--- config.mk ---
export PLATFORM = sky130hd
export DESIGN_NAME = ud_cnt_mod
export DESIGN_NICKNAME = d
export VERILOG_FILES = /design/src/rtl/ud_cnt_mod.sv
export SDC_FILE = /design/constraint.sdc
export NUM_CORES = 1
export LEC_CHECK = 0
export CAP_MARGIN = 20
export CORE_ASPECT_RATIO = 2
export CORE_MARGIN = 8
export CORE_UTILIZATION = 63
export DETAILED_ROUTE_END_ITERATION = 10
export DONT_BUFFER_PORTS = 1
export PLACE_DENSITY = 0.88
export SYNTH_ARGS = -nofsm -noshare
export SYNTH_HDL_FRONTEND = slang
export SYNTH_SLANG_ARGS = --single-unit
--- constraint.sdc ---
create_clock -name i_clk -period 3.11 [get_ports i_clk]
set_input_delay 0.1555 -clock i_clk [delete_from_list [all_inputs] [get_ports i_clk]]
set_output_delay 0.1555 -clock i_clk [all_outputs]
set_load 0.03 [all_outputs]
--- src/rtl/ud_cnt_mod.sv ---
// Parametrised up/down counter with modulo limit, step size, wrap/saturate mode,
// clear/load controls and boundary-event flags.
module ud_cnt_mod #(
  parameter int              WIDTH    = 16,
  parameter logic [WIDTH-1:0] MAX_VAL = {WIDTH{1'b1}},
  parameter int              STEP_W   = 4,
  parameter bit              SAT_MODE = 1'b0
) (
  input  logic              i_clk,
  input  logic              i_rstn,
  input  logic              i_clr,
  input  logic              i_load,
  input  logic [WIDTH-1:0]  i_ld_val,
  input  logic              i_en,
  input  logic              i_ud,
  input  logic [STEP_W-1:0] i_step,
  output logic [WIDTH-1:0]  o_cnt,
  output logic              o_evt,
  output logic              o_ovf,
  output logic              o_udf,
  output logic              o_at_max,
  output logic              o_at_min
);

  localparam logic [WIDTH-1:0] ONE_W = WIDTH'(1);

  logic [WIDTH-1:0] cnt_q, cnt_d;
  logic             evt_q, evt_d;
  logic             ovf_q, ovf_d;
  logic             udf_q, udf_d;

  logic [WIDTH-1:0] step_w;
  logic [WIDTH-1:0] ld_clamped;
  logic             up_carry;
  logic [WIDTH-1:0] up_lo;
  logic             up_over;
  logic [WIDTH-1:0] up_wrap;
  logic             dn_under;
  logic [WIDTH-1:0] dn_diff;
  logic [WIDTH-1:0] dn_wrap;

  assign step_w     = WIDTH'(i_step);
  assign ld_clamped = (i_ld_val > MAX_VAL) ? MAX_VAL : i_ld_val;

  // The carry is the extra bit of the WIDTH+1 sum; the wrapped results fit in WIDTH bits.
  assign {up_carry, up_lo} = {1'b0, cnt_q} + {1'b0, step_w};
  assign up_over  = up_carry | (up_lo > MAX_VAL);
  assign up_wrap  = up_lo - MAX_VAL - ONE_W;
  assign dn_under = step_w > cnt_q;
  assign dn_diff  = cnt_q - step_w;
  assign dn_wrap  = MAX_VAL - (step_w - cnt_q - ONE_W);

  always_comb begin
    cnt_d = cnt_q;
    evt_d = 1'b0;
    ovf_d = ovf_q;
    udf_d = udf_q;
    if (i_clr) begin
      cnt_d = '0;
      ovf_d = 1'b0;
      udf_d = 1'b0;
    end else if (i_load) begin
      cnt_d = ld_clamped;
    end else if (i_en) begin
      if (i_ud) begin
        if (up_over) begin
          evt_d = 1'b1;
          ovf_d = 1'b1;
          cnt_d = SAT_MODE ? MAX_VAL : up_wrap;
        end else begin
          cnt_d = up_lo;
        end
      end else begin
        if (dn_under) begin
          evt_d = 1'b1;
          udf_d = 1'b1;
          cnt_d = SAT_MODE ? '0 : dn_wrap;
        end else begin
          cnt_d = dn_diff;
        end
      end
    end
  end

  always_ff @(posedge i_clk or negedge i_rstn) begin
    if (!i_rstn) begin
      cnt_q <= '0;
      evt_q <= 1'b0;
      ovf_q <= 1'b0;
      udf_q <= 1'b0;
    end else begin
      cnt_q <= cnt_d;
      evt_q <= evt_d;
      ovf_q <= ovf_d;
      udf_q <= udf_d;
    end
  end

  assign o_cnt    = cnt_q;
  assign o_evt    = evt_q;
  assign o_ovf    = ovf_q;
  assign o_udf    = udf_q;
  assign o_at_max = (cnt_q == MAX_VAL);
  assign o_at_min = (cnt_q == '0);

endmodule
==> results of run 1 <==
flip-flops by register name, summed over array words and instances, names as in the netlist:
name   count
o_evt      1
o_ovf      1
o_udf      1
o_cnt     16
cells in the final DEF (no fill, tap or decap), types with 7 or more instances in the layout:
master	Yosys	final
inv_1	17	17
ha_1	9	9
nand2_1	9	9
dfrtp_1	19	19
and3_1	9	9
o21ai_0	7	7
mux2i_1	10	10
a21oi_1	10	10
nor2b_1	7	7
xnor2_1	9	9
nor2_1	24	24
layout make-up:
class / count / area, µm² / area share, %
Clock buffer: 4 / 45.04 / 2.517
Inverter: 17 / 63.81 / 3.566
Multi-Input combinational cell: 162 / 1141 / 63.78
Sequential cell: 19 / 475.5 / 26.57
Tap cell: 29 / 36.28 / 2.028
Timing Repair Buffer: 3 / 27.53 / 1.538
path summary, 6_finish.rpt:
path | from | endpoint | cells past startpoint
setup / recovery | o_cnt[1] | o_cnt[14] | 7
hold / removal | i_load | o_cnt[2] | 1
setup reg to reg | o_cnt[1] | o_cnt[14] | 7
hold reg to reg | o_udf | o_udf | 2
max in group asynchronous | i_rstn | o_ovf | 1
min in group asynchronous | i_rstn | o_cnt[11] | 1
timing repair:
action / 4_1_cts / 5_1_grt
hold buffers: 2 / 0
setup buffers: 0 / 0
hold endpoints to repair: 31 / 0
gates resized for setup: 0 / 0
critical path, delay by kind of cell (launching register included):
| kind | cells | cell delay (ps) |
|---|---|---|
| AND/OR/NAND/NOR | 2 | 490 |
| AO/OA/AOI/OAI | 4 | 890 |
| flip-flops | 1 | 580 |
| adder cells (fa/ha/maj) | 1 | 510 |
per-stage QoR:
stage          hold slack, ps  total power (µW)  worst slack, ps
2_1_floorplan          -140.1             505.9            628.2
3_5_place_dp           -139.7             527.7            601.0
5_1_grt                0.5205             746.9            467.8
6_report               -2.659             708.3            582.7
3_3_place_gp           -139.5             519.4            679.1
4_1_cts                 1.365             710.9            587.7
power groups by stage:
stage          Combinational, µW  Clock [µW]  Sequential [µW]
6_report                     202         173              334
3_5_place_dp                 189           0              339
5_1_grt                      227         183              337
4_1_cts                      200         177              334
2_1_floorplan                178           0              328
3_3_place_gp                 182           0              337
layer usage:
| layer | routed length, µm | share of wire [%] |
|---|---|---|
| met5 | 0 | 0 |
| met1 | 1588 | 35 |
| met2 | 2566 | 57 |
| met3 | 276 | 6.1 |
| met4 | 94 | 2.1 |
cell families after synthesis:
logic type / Yosys count / share of synthesized area, %
multiplexers: 11 / 6.408
adder cells (fa/ha/maj): 11 / 8.784
XOR/XNOR: 12 / 6.048
flip-flops: 19 / 27.36
AO/OA/AOI/OAI: 53 / 21.67
buffers and inverters: 29 / 6.984
AND/OR/NAND/NOR: 75 / 22.75
==> flow_summary_export.csv, run 1 <==
group,metric,value,unit
finish,fin_area,1789,µm²
critical_path,arrival,2720,ps
synth,synthesis.area,1738,µm²
cts,path_clk_slew,70,ps
synth,synth_most_common_cell,"nor2_1",
synth,synth_seq_area_share,27.36,%
power_and_ir_drop,power_frac_seq,47.2,%
route,drt_iter0_drc,34,
timing,tightestPinTransition,902.1,ps
finish,nets,243,
critical_path,cp.required,3310,ps
route,drt_pass1_iterations,4,
finish,area_growth,2.952,%
flow_run,drv_cap,0,
finish,n_fill_cell,253,
route,wl_per_cell,19.34,µm
critical_path,worstSetupPathType,"reg -> reg",
power_and_ir_drop,powerDensity,395.9,nW/µm²
finish,postLayoutCoreUtil,66.20,%
timing,holdWs,-2.659,ps
timing,period_needed,2527,ps
route,routed-via-count,1568,
power_and_ir_drop,p_int,446.2,µW
critical_path,cp-end-kind,"flip-flop",
placed_design,portBuffers,0,
placed_design,place_hpwl,3462,µm
die,rows,27,
critical_path,worstPathCellList,"fa_1 -> a21o_1 -> a211oi_4 -> nand3_2 -> or3_1 -> a211oi_2 -> a41o_1",
synth,syn_inst,210,
route,drt-total-wl,4526,µm
placed_design,placed_area,1724,µm²
cts,root_buffer,"clkbuf_8",
critical_path,worst_path_max_delay_cell,"dfrtp_1",
route,vias_per_cell,6.701,
timing,final-setup-viol-count,0,
synth,synth_edf_count,0,
synth,yosysWarnings,0,
die,boundaryPins,47,
critical_path,max_stage_delay,580,ps
power_and_ir_drop,p_sw_share,37.01,%
die,fp.dieW,53.14,µm
cts,cts_tree,"built",
critical_path,r2r_slack,580,ps
power_and_ir_drop,p_comb_share,28.5,%
timing,rsz0062_at_grt,"no",
route,remaining_drc_errors,0,
outcome,status,"complete, but fails checks",
cts,clk_latency,260,ps
timing,fin_skew,3.424,ps
die,core_area,2703,µm²
placed_design,finalWeightedCongestion,0.8533,
cts,cts_made_buffers,3,
route,ant_nets,0,
grt,grt_usage,19.32,%
grt,grtUsageMet3,3.300,%
critical_path,critical_path.max_fanout,8,
power_and_ir_drop,p_leak,0.0008318,µW
synth,syn_area_per_cell,8.276,µm²
timing,maxSlewHeadroom,39.66,%
critical_path,startpoint_type,"flip-flop",
die,die-area,4797,µm²
timing,final-hold-violation-count,1,
finish,fin_cells,234,
grt,met1_usage,19.57,%
timing,max_clock_freq,0.3957,GHz
power_and_ir_drop,pwr-share-clk,24.4,%
synth,synth_top_area_share,27.36,%
die,die_y,90.28,µm
grt,antenna_found_initial,0,
synth,synth_area_leaders,"dfrtp_1 (27%), ha_1 (6.5%), mux2i_1 (5.8%)",
finish,insertedDiodeCount,0,
synth,syn_nets,247,
grt,grt_pass1_wl,7362,µm
die,start_util,64.31,%
outcome,violations,"hold timing",
min_path,min-delay-path-class,"in -> reg",
grt,grtUsageMet2,35.24,%
synth,synth_largest_area_cell,"dfrtp_1",
cts,cts.sinks,19,
grt,grt_busiest_layer,"met2",
grt,grt_remaining_overflow,0,
timing,fin_crit_sh,81.26,%
placed_design,dp.cells,228,
synth,synth_commonest_cells,"nor2_1 (24), dfrtp_1 (19), inv_1 (17)",
cts,cts_max_level,1,
timing,drv_slew,0,
synth,yosysUniqueCellTypes,53,
synth,ys_ff_latch,19,
power_and_ir_drop,switchingPower,262.2,µW
cts,clockBufferDepth,2,
grt,grt_pass1_vias,1573,
timing,setup_tns,0,ps
finish,drive_gt1_share,4.878,%
synth,async_reset_ff_share,100.0,%
synth,yosys_most_used_dff,"dfrtp_1",
grt,grt_max_degree,38,
power_and_ir_drop,vdd_drop_max,0.0003182,V
Note: power is estimated with default switching activity, not from simulation.
==> run 2, diff against run 1 <==
- CORE_UTILIZATION: 63 -> 57
- PLACE_DENSITY: 0.88 -> 0.84
- clock period: 3.11 -> 2.05 ns (I/O delays scaled with it)
==> run 2 against run 1 <==
Effect of this change: the run ends with setup timing left; worst setup slack got worse by 790 ps; flip-flop and latch count unchanged; cell count rose by 13%; critical path type unchanged.
==> flow_summary_export.csv, run 2 (synthesized netlist as in run 1, its figures left out) <==
group,metric,value,unit
cts,cts_max_level,1,
route,vias_per_cell,6.600,
power_and_ir_drop,vdd_drop_max,0.0003672,V
cts,clk_latency,260,ps
power_and_ir_drop,p_comb_share,41.8,%
placed_design,portBuffers,0,
finish,insertedDiodeCount,0,
finish,layout_common_cells,"buf_4 (24), nor2_1 (23), dfrtp_1 (17)",
critical_path,arrival,2400,ps
timing,max_clock_freq,0.4430,GHz
die,boundaryPins,47,
finish,n_fill_cell,227,
power_and_ir_drop,switchingPower,457.3,µW
route,routed-via-count,1749,
cts,cts_tree,"built",
outcome,status,"complete, but fails checks",
finish,nets,273,
grt,antenna_found_initial,0,
critical_path,worstSetupPathType,"reg -> reg",
grt,grt_remaining_overflow,0,
power_and_ir_drop,p_leak,0.001003,µW
route,drt_pass1_iterations,4,
critical_path,max_stage_delay,410,ps
cts,cts_made_buffers,3,
die,die_y,94.09,µm
cts,root_buffer,"clkbuf_8",
die,start_util,59.06,%
flow_run,drv_cap,0,
critical_path,worst_path_max_delay_cell,"dfrtp_2",
grt,grt_usage,20.77,%
timing,fin_skew,0.8243,ps
critical_path,crit_top_cell,"inv_2",
timing,drv_slew,0,
timing,final-hold-violation-count,0,
finish,fin_cells,265,
finish,fin_area,2172,µm²
placed_design,placed_area,1921,µm²
power_and_ir_drop,p_int,760.4,µW
route,drt-total-wl,5624,µm
finish,postLayoutCoreUtil,73.81,%
route,drt_iter0_drc,107,
power_and_ir_drop,pwr-share-clk,22.1,%
critical_path,cp-end-kind,"flip-flop",
critical_path,startpoint_type,"flip-flop",
placed_design,dp.cells,252,
grt,grt_pass1_wl,8286,µm
critical_path,cp.required,2190,ps
power_and_ir_drop,powerDensity,560.6,nW/µm²
timing,fin_ws,-207.2,ps
timing,setup_tns,-918.0,ps
die,fp.dieW,55.05,µm
die,die-area,5179,µm²
finish,area_growth,24.98,%
power_and_ir_drop,power_frac_seq,36.2,%
cts,path_clk_slew,70,ps
finish,largest_reg_flops,16,
route,ant_nets,0,
timing,final-setup-viol-count,5,
timing,maxSlewHeadroom,38.65,%
route,wl_per_cell,21.22,µm
critical_path,critical_path.max_fanout,3,
grt,grt_max_degree,36,
finish,drive_gt1_share,26.38,%
cts,cts.sinks,19,
die,core_area,2943,µm²
route,remaining_drc_errors,0,
die,rows,28,
timing,fin_crit_sh,110.1,%
placed_design,finalWeightedCongestion,0.9098,
critical_path,worstPathCellList,"inv_2 -> ha_4 -> inv_2 -> fa_2 -> a21o_1 -> a211oi_4 -> buf_4 -> and3_1 -> o21ai_2 -> xnor2_1 -> o21a_1",
timing,rsz0062_at_grt,"yes",
timing,period_needed,2257,ps
grt,grt_pass1_vias,1720,
finish,layout_commonest_cell,"buf_4",
cts,clockBufferDepth,2,
min_path,min-delay-path-class,"in -> reg",
power_and_ir_drop,p_sw_share,37.55,%
placed_design,place_hpwl,3743,µm
outcome,violations,"setup timing",
timing,tightestPinTransition,917.2,ps
run 2: cell count changes in the layout (fill, tap and decap cells not counted), moves of 3 or more:
cell	change
buf_4	+23
dlygate4sd3_1	+5
ha_1	-5
ha_4	+3
run 2: repair_timing:
item,CTS,global route
buffers inserted,3,0
endpoints found under the setup margin,6,14
pin swaps,3,7
hold endpoints to repair,33,0
hold buffers,7,0
gates resized for setup,3,22
run 2: worst max-delay path: cells and delay by family, from the launching register on:
family	cells	cell delay (ps)
flip-flops	1	410
buffers and inverters	3	290
adder cells (fa/ha/maj)	2	460
AND/OR/NAND/NOR	1	180
XOR/XNOR	1	130
AO/OA/AOI/OAI	4	700
run 2: cell type report:
class | instances | area, µm² | area share [%]
Tap cell | 30 | 37.54 | 1.728
Inverter | 17 | 63.81 | 2.938
Clock buffer | 4 | 45.04 | 2.074
Timing Repair Buffer | 33 | 272.8 | 12.56
Multi-Input combinational cell | 162 | 1275 | 58.70
Sequential cell | 19 | 478.0 | 22.00
run 2: per-stage QoR:
| stage | hold slack [ps] | setup WS (ps) | total power [µW] |
|---|---|---|---|
| detailed placement | -192.5 | -199.9 | 871.7 |
| global placement | -192.5 | -139.2 | 857.6 |
| floorplan | -193.1 | -280.5 | 772.1 |
| CTS | 1.273 | -189.0 | 1173 |
| finish | 2.453 | -207.2 | 1218 |
| global route | 20.00 | -301.1 | 1275 |
run 2: power groups by stage:
stage | clock network, µW | logic (µW) | registers, µW
after CTS | 269 | 466 | 438
after global routing | 282 | 550 | 443
after detailed placement | 0 | 427 | 445
final | 269 | 509 | 440
after floorplan | 0 | 274 | 498
after global placement | 0 | 413 | 444
run 2: routing by layer:
metal  GRT usage (%)  share of wire, %  vias up
met1           21.82                35      859
met2           37.97                55       70
met4           6.653               4.5        0
met3           3.810               5.9       23
li1                -                 -      797
met5               0                 0        -
run 2: final timing paths:
kind                              to         from  slack (ps)  cells after the start
setup / recovery           o_cnt[10]     o_cnt[0]        -210                     11
hold / removal              o_cnt[4]  i_ld_val[4]           2                      2
setup reg to reg           o_cnt[10]     o_cnt[0]        -210                     11
hold reg to reg             o_cnt[6]     o_cnt[6]         720                      3
max in group asynchronous   o_cnt[1]       i_rstn        1010                      1
min in group asynchronous   o_cnt[7]       i_rstn         420                      1
==> run 3, diff against run 2 <==
- ABC_AREA: default -> 1
- CORE_UTILIZATION: 57 -> 58
- PLACE_DENSITY: 0.84 -> 0.85
==> run 3 against run 2 <==
Effect of this change: the flow now finishes without violations; worst setup slack better by 310 ps; wire length up 8.8%; hold slack gained 2.2 ps; synthesized cell count grew 54%; combinational power rose by 11%; clock skew up 4.2 ps; design area increased by 2.1%; utilization down 8.1 points; via count is 25% higher; total power grew 9.8%; fmax increased by 16%; synthesized area is 17% higher; critical path type unchanged; largest cell class unchanged.
==> flow_summary_export.csv, run 3 <==
group,metric,value,unit
die,boundaryPins,47,
finish,insertedDiodeCount,0,
critical_path,worstSetupPathType,"reg -> reg",
synth,syn_area_per_cell,6.314,µm²
synth,synthesis.area,2039,µm²
cts,root_buffer,"clkbuf_8",
timing,holdWs,4.617,ps
grt,antenna_found_initial,0,
finish,layout_common_cells,"nand2_1 (79), nand3_1 (53), inv_1 (40)",
placed_design,placed_area,2120,µm²
finish,fin_area,2218,µm²
grt,grt_max_degree,29,
synth,synth_commonest_cells,"nand2_1 (80), nand3_1 (53), inv_1 (41)",
timing,final-setup-viol-count,0,
power_and_ir_drop,vdd_drop_max,0.0005336,V
cts,cts.sinks,19,
die,start_util,60.37,%
grt,grt_remaining_overflow,0,
synth,synth_seq_area_share,23.31,%
min_path,hold_start,"i_ld_val[1]",
route,remaining_drc_errors,0,
critical_path,critical_path.max_fanout,6,
outcome,status,"complete, no violations",
finish,fin_cells,368,
power_and_ir_drop,p_leak,0.001171,µW
route,drt-total-wl,6118,µm
cts,clk_latency,270,ps
placed_design,finalWeightedCongestion,0.9370,
timing,fin_ws,107.3,ps
synth,yosysWarnings,0,
die,rows,30,
die,fp.dieW,57.93,µm
grt,grt_pass1_wl,10320,µm
cts,clockBufferDepth,2,
placed_design,dp_slack,79.22,ps
finish,postLayoutCoreUtil,65.67,%
power_and_ir_drop,powerDensity,602.5,nW/µm²
timing,drv_slew,0,
min_path,min-delay-path-class,"in -> reg",
grt,grt_pass1_vias,2209,
timing,period_needed,1943,ps
route,drt_pass1_iterations,5,
critical_path,cp-end-kind,"flip-flop",
die,die_y,99.86,µm
synth,syn_nets,360,
finish,n_fill_cell,337,
finish,area_growth,8.773,%
flow_run,drv_cap,0,
critical_path,critPathLaunch,"o_cnt[0]",
cts,path_clk_slew,70,ps
timing,final-hold-violation-count,0,
synth,yosys_most_used_dff,"dfrtp_1",
finish,multi_input_area,1318,µm²
die,die-area,5785,µm²
finish,regArea,475.5,µm²
critical_path,r2r_start,"o_cnt[0]",
critical_path,startpoint_type,"flip-flop",
synth,yosysUniqueCellTypes,34,
route,drt_iter0_drc,107,
route,routed-via-count,2181,
timing,maxSlewHeadroom,34.96,%
route,vias_per_cell,5.927,
timing,max_clock_freq,0.5148,GHz
synth,synth_edf_count,0,
route,wl_per_cell,16.63,µm
finish,layout_commonest_cell,"nand2_1",
synth,async_reset_ff_share,100.0,%
route,ant_nets,0,
synth,syn_inst,323,
synth,synth_area_leaders,"dfrtp_1 (23%), nand2_1 (15%), nand3_1 (13%)",
synth,synth_top_area_share,23.31,%
finish,drive_gt1_share,15.77,%
critical_path,arrival,2140,ps
timing,fin_crit_sh,94.76,%
timing,tightestPinTransition,972.4,ps
synth,synth_most_common_cell,"nand2_1",
placed_design,place_hpwl,4872,µm
synth,ys_ff_latch,19,
placed_design,portBuffers,0,
finish,largest_reg_flops,16,
grt,grt_usage,22.58,%
finish,nets,374,
timing,fin_skew,5.025,ps
cts,cts_tree,"built",
cts,cts_max_level,1,
timing,rsz0062_at_grt,"yes",
critical_path,cp.required,2240,ps
die,core_area,3378,µm²
cts,cts_made_buffers,3,
synth,synth_largest_area_cell,"dfrtp_1",
placed_design,dp.cells,360,
==> run 3: cell count changes after synthesis, moves of 7 or more <==
cell | previous run | this run
nand2_1 | 9 | 80
nand3_1 | 3 | 53
inv_1 | 17 | 41
mux2i_1 | 10 | 0
nor2_1 | 24 | 34
and3_1 | 9 | 0
xnor2_1 | 9 | 0
nand4_1 | 1 | 9
inv_2 | 0 | 7
nor2b_1 | 7 | 0
==> run 3: cell families after synthesis <==
logic type / after synthesis / synth area share (%)
buf+inv: 60 / 12.88
simple gates: 199 / 46.20
fa+ha+maj: 11 / 7.485
compound gates: 34 / 10.12
flops: 19 / 23.31
==> run 3: final timing paths <==
| path | endpoint | slack (ps) | depth (start not counted) |
|---|---|---|---|
| min | o_cnt[1] | 5 | 2 |
| max | o_evt | 110 | 9 |
| max in group asynchronous | o_cnt[10] | 1030 | 1 |
| min in group asynchronous | o_cnt[5] | 430 | 1 |
| min reg2reg | o_cnt[10] | 650 | 2 |
| max reg2reg | o_evt | 110 | 9 |
==> run 3: area by class of cell <==
type                    instances  area share (%)
clock buffers                   4           2.030
repair buffers                 19           6.768
flip-flops and latches         19           21.43
inverters                      50           8.573
well taps                      32           1.805
multi-input cells             244           59.39
==> run 3: layer usage <==
metal / routed length, µm / GRT usage, % / share of wire (%) / up-vias
li1: - / - / - / 1083
met1: 2288 / 23.43 / 37 / 992
met2: 3208 / 40.48 / 52 / 91
met3: 422 / 5.256 / 6.9 / 15
met4: 198 / 11.03 / 3.2 / 0
met5: 0 / 0 / 0 / -
==> run 3: critical path, cell delays in order (launching register included) <==
cell and delay [ps]:
dfrtp_1 410, ha_2 220, inv_1 60, fa_2 330, nand3b_1 170, nand2_2 150
nand3_2 110, nor4_2 210, nor2_1 90, nor3_2 110
==> run 3: timing repair <==
action	4_1_cts	5_1_grt
resized for setup	0	7
hold endpoints to repair	22	0
hold buffers	3	0
setup buffers	0	1
setup endpoints to repair	0	7
==> run 3: through the flow <==
stage                     setup TNS, ps  total power [µW]
final                                 0              1337
after detailed placement              0              1030
after floorplan                       0             897.6
after CTS                             0              1322
after global routing             -97.07              1426
after global placement                0              1020
==> run 3: power by group <==
group / total, µW / switching, µW / internal (µW)
sequential: 490 / 80.0 / 410
combinational: 565 / 375 / 190
clock: 282 / 143 / 139
